`src/rtl/encoder_capture_if.sv`:
```
// Host register-write bus and byte stream toward the UART transmitter.
// The capture block is the slave on both: it takes writes and sources bytes.
interface encoder_capture_if;
    logic        m_wr;
    logic [7:0]  m_addr;
    logic [15:0] m_wrdata;
    logic [7:0]  tx_data;
    logic        tx_valid;
    logic        tx_ready;

    modport slave  (input  m_wr, m_addr, m_wrdata, tx_ready,
                    output tx_data, tx_valid);
    modport master (output m_wr, m_addr, m_wrdata, tx_ready,
                    input  tx_data, tx_valid);
endinterface

```
`src/rtl/encoder_capture.sv`:
```
// Multi-channel 4x quadrature decoder with glitch filter, wrapping counters and
// a checksummed snapshot frame streamed out over valid/ready.
module encoder_capture #(
    parameter int         CH        = 2,
    parameter int         CNT_W     = 32,
    parameter int         FILT      = 3,
    parameter logic [7:0] ADDR_CTRL = 8'h20,
    parameter logic [7:0] ADDR_DIR  = 8'h21,
    parameter logic [7:0] ADDR_CLR  = 8'h22,
    parameter logic [7:0] ADDR_PER  = 8'h23,
    parameter logic [7:0] ADDR_SNAP = 8'h24
) (
    input  logic                  clk_i,
    input  logic                  rst_ni,
    encoder_capture_if.slave      bus,
    input  logic [CH-1:0]         enc_a_i,
    input  logic [CH-1:0]         enc_b_i,
    output logic [CH*CNT_W-1:0]   pos_flat_o,
    output logic [CH-1:0]         err_o,
    output logic                  busy_o
);
    localparam int               NB     = CNT_W / 8;
    localparam int               LEN    = 3 + CH * NB;
    localparam int               IDX_W  = $clog2(LEN);
    localparam logic [IDX_W-1:0] LAST   = IDX_W'(LEN - 1);
    localparam logic [3:0]       FILT_L = 4'(FILT);

    genvar gi;

    // ---------------- host registers ----------------
    logic          wr_ctrl, wr_dir, wr_clr, wr_per, wr_snap;
    logic          en_q, auto_q;
    logic [CH-1:0] dir_q;
    logic [15:0]   per_q, timer_q;
    logic          timer_run, timer_hit, trigger;

    assign wr_ctrl = bus.m_wr && (bus.m_addr == ADDR_CTRL);
    assign wr_dir  = bus.m_wr && (bus.m_addr == ADDR_DIR);
    assign wr_clr  = bus.m_wr && (bus.m_addr == ADDR_CLR);
    assign wr_per  = bus.m_wr && (bus.m_addr == ADDR_PER);
    assign wr_snap = bus.m_wr && (bus.m_addr == ADDR_SNAP);

    always_ff @(posedge clk_i or negedge rst_ni) begin
        if (!rst_ni) begin
            en_q   <= 1'b0;
            auto_q <= 1'b0;
            dir_q  <= '0;
            per_q  <= '0;
        end else begin
            if (wr_ctrl) begin
                en_q   <= bus.m_wrdata[0];
                auto_q <= bus.m_wrdata[1];
            end
            if (wr_dir) dir_q <= bus.m_wrdata[CH-1:0];
            if (wr_per) per_q <= bus.m_wrdata;
        end
    end

    // Period timer runs 0..PER-1; any CTRL/PER write restarts the count.
    assign timer_run = en_q && auto_q && (per_q != 16'd0);
    assign timer_hit = timer_run && (timer_q == per_q - 16'd1);
    assign trigger   = wr_snap || timer_hit;

    always_ff @(posedge clk_i or negedge rst_ni) begin
        if (!rst_ni) begin
            timer_q <= '0;
        end else if (wr_ctrl || wr_per || !timer_run || timer_hit) begin
            timer_q <= '0;
        end else begin
            timer_q <= timer_q + 16'd1;
        end
    end

    // ---------------- per-channel input path and counter ----------------
    for (gi = 0; gi < CH; gi++) begin : g_ch
        logic [1:0]       s1_q, s2_q, samp_q, filt_q, last_q;
        logic [3:0]       run_q, run_d;
        logic [CNT_W-1:0] cnt_q;
        logic             err_q;
        logic [1:0]       cur_idx, prev_idx, diff;
        logic             fwd, rev, bad, up, dn, clr;

        // run_d counts consecutive identical synchronised samples, saturating at FILT.
        always_comb begin
            run_d = 4'd1;
            if (s2_q == samp_q) begin
                run_d = (run_q == FILT_L) ? run_q : run_q + 4'd1;
            end
        end

        // {A,B} 00,10,11,01 maps onto position index {B, A^B} = 0,1,2,3.
        assign cur_idx  = {filt_q[0], filt_q[1] ^ filt_q[0]};
        assign prev_idx = {last_q[0], last_q[1] ^ last_q[0]};
        assign diff     = cur_idx - prev_idx;
        assign fwd      = (diff == 2'd1);
        assign rev      = (diff == 2'd3);
        assign bad      = (diff == 2'd2);
        assign up       = dir_q[gi] ? rev : fwd;
        assign dn       = dir_q[gi] ? fwd : rev;
        assign clr      = wr_clr && bus.m_wrdata[gi];

        always_ff @(posedge clk_i or negedge rst_ni) begin
            if (!rst_ni) begin
                s1_q   <= '0;
                s2_q   <= '0;
                samp_q <= '0;
                run_q  <= '0;
                filt_q <= '0;
                last_q <= '0;
                cnt_q  <= '0;
                err_q  <= 1'b0;
            end else begin
                s1_q   <= {enc_a_i[gi], enc_b_i[gi]};
                s2_q   <= s1_q;
                samp_q <= s2_q;
                run_q  <= run_d;
                if (run_d == FILT_L) filt_q <= s2_q;
                last_q <= filt_q;
                if (clr) begin
                    cnt_q <= '0;
                    err_q <= 1'b0;
                end else begin
                    if (en_q && up)      cnt_q <= cnt_q + CNT_W'(1);
                    else if (en_q && dn) cnt_q <= cnt_q - CNT_W'(1);
                    if (bad) err_q <= 1'b1;
                end
            end
        end

        assign pos_flat_o[gi*CNT_W +: CNT_W] = cnt_q;
        assign err_o[gi]                     = err_q;
    end

    // ---------------- snapshot frame ----------------
    typedef enum logic {S_IDLE, S_SEND} state_t;

    state_t             state_q;
    logic [IDX_W-1:0]   idx_q, idx_d;
    logic [7:0]         tx_data_q, byte_d, csum_q, status_q, status_d;
    logic               tx_valid_q, busy_q, ovr_q;
    logic [CH*CNT_W-1:0] shadow_q;
    logic [7:0]         fb [2**IDX_W];

    // Frame bytes by position; slot 0 (sync) and the checksum slot are handled in the mux.
    for (gi = 0; gi < 2**IDX_W; gi++) begin : g_fb
        if (gi == 1) begin : g_status
            assign fb[gi] = status_q;
        end else if (gi >= 2 && gi <= LEN - 2) begin : g_cnt
            assign fb[gi] = shadow_q[((gi-2)/NB)*CNT_W + (NB-1-((gi-2)%NB))*8 +: 8];
        end else begin : g_pad
            assign fb[gi] = 8'h00;
        end
    end

    always_comb begin
        status_d        = 8'h00;
        status_d[CH-1:0] = err_o;
        status_d[7]     = ovr_q;
        idx_d           = idx_q + IDX_W'(1);
        byte_d          = (idx_d == LAST) ? (csum_q ^ tx_data_q) : fb[idx_d];
    end

    always_ff @(posedge clk_i or negedge rst_ni) begin
        if (!rst_ni) begin
            state_q    <= S_IDLE;
            idx_q      <= '0;
            tx_data_q  <= 8'h00;
            tx_valid_q <= 1'b0;
            busy_q     <= 1'b0;
            csum_q     <= 8'h00;
            ovr_q      <= 1'b0;
            status_q   <= 8'h00;
            shadow_q   <= '0;
        end else begin
            case (state_q)
                S_IDLE: begin
                    if (trigger) begin
                        shadow_q   <= pos_flat_o;
                        status_q   <= status_d;
                        ovr_q      <= 1'b0;
                        idx_q      <= '0;
                        tx_data_q  <= 8'hA5;
                        tx_valid_q <= 1'b1;
                        busy_q     <= 1'b1;
                        csum_q     <= 8'h00;
                        state_q    <= S_SEND;
                    end
                end
                S_SEND: begin
                    // A trigger arriving while busy is dropped but remembered.
                    if (trigger) ovr_q <= 1'b1;
                    if (tx_valid_q && bus.tx_ready) begin
                        csum_q <= csum_q ^ tx_data_q;
                        if (idx_q == LAST) begin
                            tx_valid_q <= 1'b0;
                            busy_q     <= 1'b0;
                            state_q    <= S_IDLE;
                        end else begin
                            idx_q     <= idx_d;
                            tx_data_q <= byte_d;
                        end
                    end
                end
            endcase
        end
    end

    assign bus.tx_data  = tx_data_q;
    assign bus.tx_valid = tx_valid_q;
    assign busy_o       = busy_q;
endmodule

```
`src/flat_wrapper.sv`:
```
// flat-port wrapper written by rule: the top's interface ports become plain ports
module encoder_capture_flat 
#(
    parameter int         CH        = 2,
    parameter int         CNT_W     = 32,
    parameter int         FILT      = 3,
    parameter logic [7:0] ADDR_CTRL = 8'h20,
    parameter logic [7:0] ADDR_DIR  = 8'h21,
    parameter logic [7:0] ADDR_CLR  = 8'h22,
    parameter logic [7:0] ADDR_PER  = 8'h23,
    parameter logic [7:0] ADDR_SNAP = 8'h24
)
  (clk_i, rst_ni, enc_a_i, enc_b_i, pos_flat_o, err_o, busy_o, bus_m_wr, bus_m_addr, bus_m_wrdata, bus_tx_ready, bus_tx_data, bus_tx_valid);
  encoder_capture_if bus_i ();
  input  logic clk_i;
  input  logic rst_ni;
  input  logic [CH-1:0] enc_a_i;
  input  logic [CH-1:0] enc_b_i;
  output logic [CH*CNT_W-1:0] pos_flat_o;
  output logic [CH-1:0] err_o;
  output logic busy_o;
  input wire logic [$bits(bus_i.m_wr)-1:0] bus_m_wr;
  input wire logic [$bits(bus_i.m_addr)-1:0] bus_m_addr;
  input wire logic [$bits(bus_i.m_wrdata)-1:0] bus_m_wrdata;
  input wire logic [$bits(bus_i.tx_ready)-1:0] bus_tx_ready;
  output wire logic [$bits(bus_i.tx_data)-1:0] bus_tx_data;
  output wire logic [$bits(bus_i.tx_valid)-1:0] bus_tx_valid;
  assign bus_i.m_wr = bus_m_wr;
  assign bus_i.m_addr = bus_m_addr;
  assign bus_i.m_wrdata = bus_m_wrdata;
  assign bus_i.tx_ready = bus_tx_ready;
  assign bus_tx_data = bus_i.tx_data;
  assign bus_tx_valid = bus_i.tx_valid;
  encoder_capture #(.CH(CH), .CNT_W(CNT_W), .FILT(FILT), .ADDR_CTRL(ADDR_CTRL), .ADDR_DIR(ADDR_DIR), .ADDR_CLR(ADDR_CLR), .ADDR_PER(ADDR_PER), .ADDR_SNAP(ADDR_SNAP)) u_core (.clk_i(clk_i), .rst_ni(rst_ni), .bus(bus_i), .enc_a_i(enc_a_i), .enc_b_i(enc_b_i), .pos_flat_o(pos_flat_o), .err_o(err_o), .busy_o(busy_o));
endmodule
```
`config.mk`:
```
export PLATFORM = sky130hd
export DESIGN_NAME = encoder_capture_flat
export DESIGN_NICKNAME = d
export VERILOG_FILES = /design/src/rtl/encoder_capture_if.sv /design/src/rtl/encoder_capture.sv /design/src/flat_wrapper.sv
export SDC_FILE = /design/constraint.sdc
export NUM_CORES = 1
export LEC_CHECK = 0
export ABC_CLOCK_PERIOD_IN_PS = 5000
export BUFFER_PORTS_ARGS = -buffer_cell sky130_fd_sc_hd__buf_2
export CAP_MARGIN = 15
export CORE_MARGIN = 2
export CORE_UTILIZATION = 35
export DETAILED_ROUTE_END_ITERATION = 7
export HOLD_SLACK_MARGIN = 0.06
export PLACE_DENSITY_LB_ADDON = 0.2
export SLEW_MARGIN = 20
export SYNTH_ARGS = -nofsm -noshare
export SYNTH_HDL_FRONTEND = slang
export SYNTH_SLANG_ARGS = --single-unit
```
`constraint.sdc`:
```
create_clock -name clk_i -period 5 [get_ports clk_i]
set_input_delay 0.5 -clock clk_i [delete_from_list [all_inputs] [get_ports clk_i]]
set_output_delay 0.5 -clock clk_i [all_outputs]
set_load 0.03 [all_outputs]
```
Word-level counts from Yosys, hierarchy flattened
Cells that the tools add are included.
{ "classes": {"n_mul": 0, "div_mod_pow": 0, "n_lt_le_gt_ge": 1, "n_bitwise": 7, "muxes": 44, "shifts": 0, "add_sub_neg": 11, "reduce_logical": 30, "n_eq_ne": 25} }
{ "ops": {"columns": ["operator", "n"], "rows": [
  ["$mux 32", 6],
  ["$add 32x1->32 const B", 2],
  ["$mux 8", 8],
  ["$sub 32x1->32 const B", 2],
  ["$eq 8x6->1 const B", 5],
  ["$bmux 8 s4", 1],
  ["$pmux 8 s2", 2],
  ["$mux 4", 7],
  ["$add 16x1->16 const B", 1],
  ["$eq 16x16->1", 1],
  ["$eq 4x2->1 const B", 4],
  ["$mux 16", 1],
  ["$reduce_bool 16->1", 1],
  ["$sub 16x1->16 const B", 1],
  ["$logic_and 1x1->1", 15],
  ["$mux 1", 15],
  ["$add 4x1->4 const B", 3],
  ["$eq 2x2->1 const B", 4],
  ["$eq 4x4->1 const B", 2],
  ["$pmux 4 s2", 1],
  ["$xor 8x8->8", 1],
  ["$ne 2x2->1 const B", 3],
  ["$pmux 1 s2", 3],
  ["$reduce_and 2->1", 3],
  ["other kinds (13)", 26]
]} }
{ "word_totals": {"latch_bits": 0, "word_cells": 147, "mem_bits_rw": 0, "out_inout_bits": 76, "input_bits": 32, "register_bits": 220, "romBits": 0, "n_memories": 0} }

Depth between registers and ports, before layout
{ "depth": {"word_depth": 9, "depth_mapped": 18, "depth_no_buf": 17} }

Least setup slack after synthesis
OpenSTA, ideal clock, no wires.
{ "synth_timing": {"path_kind": "register -> register", "start": "register u_core.g_ch[1].filt_q[0]", "end": "register u_core.g_ch[1].cnt_q[31]", "t_arrival_ns": 4.880, "path_buffers": 0, "synth_period_minus_slack_ns": 4.958, "path_stages_with_launch": 18, "required_time_ns": 4.922, "path_slack_ns": 0.042, "setup_time_ns": 0.078, "cell_sequence": "dfrtp_1 -> xnor2_1 -> ha_1 -> xnor2_1 -> xnor2_1 -> xnor2_1 -> nand2_1 -> ha_1 -> a2111oi_0 -> o21ai_0 -> a31oi_1 -> a21oi_1 -> a221oi_1 -> o2111ai_1 -> a41oi_1 -> xor2_1 -> or3_1 -> a21oi_1"} }
{ "synth_via": {"elab_chain_len": 7, "elab_cells_between_ends": 11, "classes_between": "add/sub: 1; eq/ne: 2; mux: 4; bitwise: 1; reduce/logical: 3"} }
{ "synth_lines": {"columns": ["element", "line", "source"], "rows": [
  ["from (decl)", "encoder_capture.sv:76", "logic [1:0] s1_q, s2_q, samp_q, filt_q, last_q;"],
  ["from (signal assigned)", "encoder_capture.sv:117", "if (run_d == FILT_L) filt_q <= s2_q;"],
  ["$xor 1x1->1", "encoder_capture.sv:92", "assign cur_idx = {filt_q[0], filt_q[1] ^ filt_q[0]};"],
  ["$sub 2x2->2 (*)", "encoder_capture.sv:94", "assign diff = cur_idx - prev_idx;"],
  ["$eq 2x1->1 or $eq 2x2->1 (tied branches)", "encoder_capture.sv:95, encoder_capture.sv:96", null],
  ["$mux 1", "encoder_capture.sv:98", "assign up = dir_q[gi] ? rev : fwd;"],
  ["$logic_and 1x1->1", "encoder_capture.sv:123", "if (en_q && up) cnt_q <= cnt_q + CNT_W'(1);"],
  ["$mux 32", "encoder_capture.sv:123", null],
  ["$mux 32", "encoder_capture.sv:119", "if (clr) begin"],
  ["to (signal assigned)", "encoder_capture.sv:123", null],
  ["to (signal assigned)", "encoder_capture.sv:124", "else if (en_q && dn) cnt_q <= cnt_q - CNT_W'(1);"],
  ["to (decl)", "encoder_capture.sv:78", "logic [CNT_W-1:0] cnt_q;"]
]} }
Every way passes the cells marked *; elsewhere a longest branch is shown, timed or not.
A chain may end at the register's enable or synchronous reset.

Final worst setup path
{ "layout_timing": {"start": "register u_core.g_ch[0].filt_q[0]", "end": "register u_core.g_ch[0].cnt_q[31]"} }
{ "layout_via": {"elab_chain_len": 7, "elab_cells_between_ends": 11, "classes_between": "add/sub: 1; eq/ne: 2; mux: 4; bitwise: 1; reduce/logical: 3"} }
{ "layout_lines": {"columns": ["element", "line"], "rows": [
  ["from (decl)", "encoder_capture.sv:76"],
  ["from (signal assigned)", "encoder_capture.sv:117"],
  ["$xor 1x1->1", "encoder_capture.sv:92"],
  ["$sub 2x2->2 (*)", "encoder_capture.sv:94"],
  ["$eq 2x1->1 or $eq 2x2->1 (tied branches)", "encoder_capture.sv:95, encoder_capture.sv:96"],
  ["$mux 1", "encoder_capture.sv:98"],
  ["$logic_and 1x1->1", "encoder_capture.sv:123"],
  ["$mux 32", "encoder_capture.sv:123"],
  ["$mux 32", "encoder_capture.sv:119"],
  ["to (signal assigned)", "encoder_capture.sv:123"],
  ["to (signal assigned)", "encoder_capture.sv:124"],
  ["to (decl)", "encoder_capture.sv:78"]
]} }
Marks and branches as above.

==> impl_summary.txt <==
----------------------------------------------------
[Status]
  Result of the run ... finished clean

[Clock tree]
  Maximum number of buffers from clock root to sink ... 3
  Root Buffer Master ... sky130_fd_sc_hd__clkbuf_16
  Clock-pin transition on the worst setup and hold timing paths ... 0.06 ns
  Number of clock sinks ... 220
  Clock tree from TritonCTS ... done
  Number of buffers created by CTS ... 27
  Number of H-tree branching levels ... 1
  Post-CTS setup repair buffer count ... 0
  Latest clock arrival within the worst-skew pair ... 0.54 ns

[Worst setup path]
  Startpoint of the most critical setup path ... u_core.g_ch[0].filt_q[0]$_DFFE_PN0N_
  Type of the setup path with the least slack ... flop to flop
  CP Capture Type ... flop
  Endpoint arrival time on the critical path ... 5.10 ns
  Maximum fanout count along the critical path ... 14
  Worst R2R Start ... u_core.g_ch[0].filt_q[0]$_DFFE_PN0N_
  Startpoint type of the worst setup path ... flop
  Worst endpoint required time ... 5.46 ns

[Route]
  Total wirelength of the detailed-routed design ... 32410 um
  Antenna Violating Nets Remaining ... 0
  Total via count after detailed routing ... 9753
  Count of TritonRoute iterations in the first routing pass ... 5
  Remaining DRCs ... 0
  Number of DRC violations after detailed-routing iteration 0 ... 525
  Number of vias per cell ... 5.207
  Routed length per placed instance ... 17.30 um

[Power]
  Net switching power ... 3900 uW
  Proportion of power drawn by flip-flops and latches ... 0.310
  Peak supply drop ... 0.3090 mV
  Combinational share of power ... 0.479
  Power per standard cell area ... 603.5 nW/um2
  Reported leakage power ... 0.006696 uW
  Clock Power Share ... 0.212
  Sw frac ... 0.4344
  Int Power ... 5078 uW

[GRT]
  Met3 track utilization from global routing ... 0.01943
  Antenna violations before repair ... 0
  Via count of the first global-routing pass ... 9565
  Global-route total usage across every layer ... 0.1700
  Met1 GRT Util ... 0.2516
  Met2 routing resource usage after global routing ... 0.2674
  Residual overflow from global routing ... 0
  Pin count of the biggest net entering global routing ... 118
  Wire length of the first global-routing pass ... 52610 um
  Most utilized layer in the global route result ... met2

[Synthesis]
  Most frequently used flop master after synthesis ... sky130_fd_sc_hd__dfrtp_1
  Cell area after synthesis ... 12900 um2
  Portion of the post-synthesis area used by sequential elements ... 0.4266
  FF+latch count, synth ... 220
  Total nets after synthesis ... 1399
  Number of distinct library cells after synthesis ... 66
  Number of synthesized flops with an enable pin ... 0
  Avg Synthesized Cell Area ... 10.07 um2
  Post-synthesis async set-or-reset flop share ... 1.000
  Total of warnings raised by yosys ... 0
  Cell count after synthesis ... 1281

[Timing]
  Worst setup skew after layout ... 0.01379 ns
  Worst-margin pin slew ... 0.9601 ns
  Achievable frequency ... 215.3 MHz
  Final number of max-transition violations ... 0
  Shortest clock period the worst path allows after layout ... 4.645 ns
  Final TNS setup ... 0 ns
  Finish-stage setup viols ... 0
  Final worst slack ... 0.3552 ns
  Max_slew headroom ... 0.3599
  Setup repair after global routing missed its margin ... no
  Final Hold Violating Endpoints ... 0
  Period utilization ... 0.9290

[Final layout]
  Commonest cells after routing, fill and taps aside ... 220 x sky130_fd_sc_hd__dfrtp_1, 137 x sky130_fd_sc_hd__nand2_1, 131 x sky130_fd_sc_hd__a21oi_1
  Area growth syn-to-layout ... 15.29%
  Footprint of the multi-input gates ... 7091 um2
  Post-layout net count ... 1508
  Fin cells ... 1873
  Number of inserted filler cells in the final layout ... 3594
  Most frequent standard cell in the layout excluding fill and tap cells ... sky130_fd_sc_hd__dfrtp_1
  Share of post-route cells with drive strength above 1 ... 0.2021
  Combined flip-flop and latch cell area ... 5505 um2
  Antenna Cells ... 0

[Die]
  DIE WIDTH ... 196.0 um
  Top-level port count ... 108
  Die Outline Area ... 38420 um2
  Die height ... 196.0 um
  Initial core utilization ... 0.3542
  FP Rows ... 70
  Core outline area ... 36430 um2

[Place]
  DP Worst Slack ... 0.1794 ns
  Detail Placement HPWL ... 22950 um
  Weighted congestion at the end of routability-driven global placement ... 0.8530
  Placed cell count ... 1825
  Count of port buffers added during placement ... 107

[Min path]
  Worst hold path type ... input port to async pin

[Run]
  Max Cap Viol ... 0

----------------------------------------------------
-- cell usage after synthesis, types with 4 or more instances --
master                     count  area share
sky130_fd_sc_hd__mux2i_1      26       0.020
sky130_fd_sc_hd__nor2b_1      12      0.0058
sky130_fd_sc_hd__mux4_2        8       0.014
sky130_fd_sc_hd__nor3_1       14      0.0054
sky130_fd_sc_hd__inv_1        26      0.0076
sky130_fd_sc_hd__a21o_1       33       0.019
sky130_fd_sc_hd__o211ai_1      7      0.0041
sky130_fd_sc_hd__o21ai_1       8      0.0031
sky130_fd_sc_hd__o221ai_1      5      0.0034
sky130_fd_sc_hd__nand3_1      33       0.013
sky130_fd_sc_hd__ha_1         84       0.081
sky130_fd_sc_hd__nand2b_1     10      0.0048
sky130_fd_sc_hd__dfrtp_1     220        0.43
sky130_fd_sc_hd__buf_4         7      0.0041
sky130_fd_sc_hd__and4_1        5      0.0034
sky130_fd_sc_hd__nand4_1       7      0.0034
sky130_fd_sc_hd__o21a_1        6      0.0035
sky130_fd_sc_hd__o21bai_1      5      0.0029
sky130_fd_sc_hd__xor2_1       47       0.032
sky130_fd_sc_hd__nor4_1        4      0.0019
sky130_fd_sc_hd__nand2_1     138       0.040
sky130_fd_sc_hd__clkbuf_1     36       0.010
sky130_fd_sc_hd__and3_1       13      0.0063
sky130_fd_sc_hd__o31ai_1       5      0.0029
sky130_fd_sc_hd__nor2_1       95       0.028
sky130_fd_sc_hd__o21ai_0      37       0.014
sky130_fd_sc_hd__a31oi_1      13      0.0063
sky130_fd_sc_hd__and2_1        5      0.0024
sky130_fd_sc_hd__xnor2_1      68       0.046
sky130_fd_sc_hd__a211oi_1     10      0.0058
sky130_fd_sc_hd__or3_1         5      0.0024
sky130_fd_sc_hd__a21oi_1     131       0.051
sky130_fd_sc_hd__mux2_2       96       0.084
sky130_fd_sc_hd__o22ai_1      10      0.0048
-- worst max-delay path, stage by stage, from the launching register on --
cell	delay, ns
sky130_fd_sc_hd__dfrtp_1	0.42
sky130_fd_sc_hd__xnor2_1	0.15
sky130_fd_sc_hd__ha_1	0.21
sky130_fd_sc_hd__xnor2_1	0.24
sky130_fd_sc_hd__xnor2_1	0.10
sky130_fd_sc_hd__nor2_1	0.26
sky130_fd_sc_hd__inv_2	0.21
sky130_fd_sc_hd__ha_1	0.32
sky130_fd_sc_hd__a21o_1	0.19
sky130_fd_sc_hd__a2111oi_0	0.45
sky130_fd_sc_hd__buf_4	0.20
sky130_fd_sc_hd__nor3_1	0.05
sky130_fd_sc_hd__o21a_1	0.23
sky130_fd_sc_hd__o41ai_2	0.44
sky130_fd_sc_hd__o21ai_1	0.22
sky130_fd_sc_hd__a221oi_1	0.32
sky130_fd_sc_hd__xnor2_1	0.12
sky130_fd_sc_hd__or3_1	0.31
sky130_fd_sc_hd__a21oi_1	0.14
-- what timing repair did --
action | CTS | global route
hold buffers | 4 | 0
endpoints found under the hold margin | 4 | 0
endpoints found under the setup margin | 0 | 2
gates resized for setup | 0 | 2
-- path summary, 6_finish.rpt --
path,slack (ns),cells past startpoint,end
min in group clk_i,0.20,2,u_core.per_q[7]$_DFFE_PN0P_
worst min register to register,0.35,0,u_core.g_ch[1].s2_q[1]$_DFF_PN0_
worst max-delay path,0.36,18,u_core.g_ch[0].cnt_q[31]$_DFFE_PN0P_
worst max register to register,0.36,18,u_core.g_ch[0].cnt_q[31]$_DFFE_PN0P_
max in group asynchronous,3.85,2,u_core.bus.tx_data[2]$_DFFE_PN0P_
worst min-delay path,0.03,1,u_core.g_ch[1].s1_q[0]$_DFF_PN0_
-- kinds of logic (layout without fill, tap and decap cells) --
logic type,after synthesis,count (layout),share of synthesized area
simple gates,358,358,0.1279
compound gates,296,296,0.1399
flops,220,220,0.4266
mux,130,130,0.1179
xor+xnor,115,115,0.07806
fa+ha+maj,86,86,0.08455
buf+inv,76,200,0.02502
-- through the flow --
stage | total power, uW | cell area (um2) | hold slack, ns | util
after detailed placement | 7094 | 13990 | 0.3372 | 0.3840
after global placement | 7056 | 13990 | 0.3375 | 0.3840
after floorplan | 5879 | 12900 | 0.2044 | -
after global routing | 9675 | 14880 | 0.1099 | 0.4083
final | 8978 | 14880 | 0.03119 | 0.4083
after CTS | 9051 | 14870 | 0.09982 | 0.4082
-- power by group through the flow --
stage	combinational, uW	clock [uW]	sequential [uW]
final	4300	1900	2780
after CTS	4310	1960	2780
after floorplan	2780	0	3100
after detailed placement	4280	0	2810
after global placement	4250	0	2810
after global routing	4780	2040	2850
-- registers in the layout, summed over array words and instances (netlist names) --
name / count
u_core.timer_q: 16
u_core.auto_q: 1
u_core.dir_q: 2
u_core.ovr_q: 1
u_core.g_ch.s2_q: 4
u_core.g_ch.filt_q: 4
u_core.csum_q: 8
u_core.g_ch.samp_q: 4
u_core.g_ch.s1_q: 4
u_core.bus.tx_valid: 1
u_core.g_ch.run_q: 8
u_core.state_q: 1
u_core.en_q: 1
u_core.per_q: 16
u_core.bus.tx_data: 8
u_core.g_ch.err_q: 2
u_core.idx_q: 4
u_core.shadow_q: 64
u_core.status_q: 3
u_core.g_ch.last_q: 4
u_core.g_ch.cnt_q: 64
-- metal layers --
metal  part of all wire  up-vias
li1                   -     4787
met1               0.50     4773
met2               0.44      167
met3              0.040       26
met4              0.013        0
met5                  0        -
-- cell type report --
cell class | count | area share
timing repair buffer | 130 | 0.05063
clock inverter | 4 | 0.004710
sequential | 220 | 0.3701
inverter | 26 | 0.006560
multi-input combinational | 985 | 0.4766
tap | 468 | 0.03936
clock buffer | 40 | 0.05206
Power figures use the tool's default switching activity.
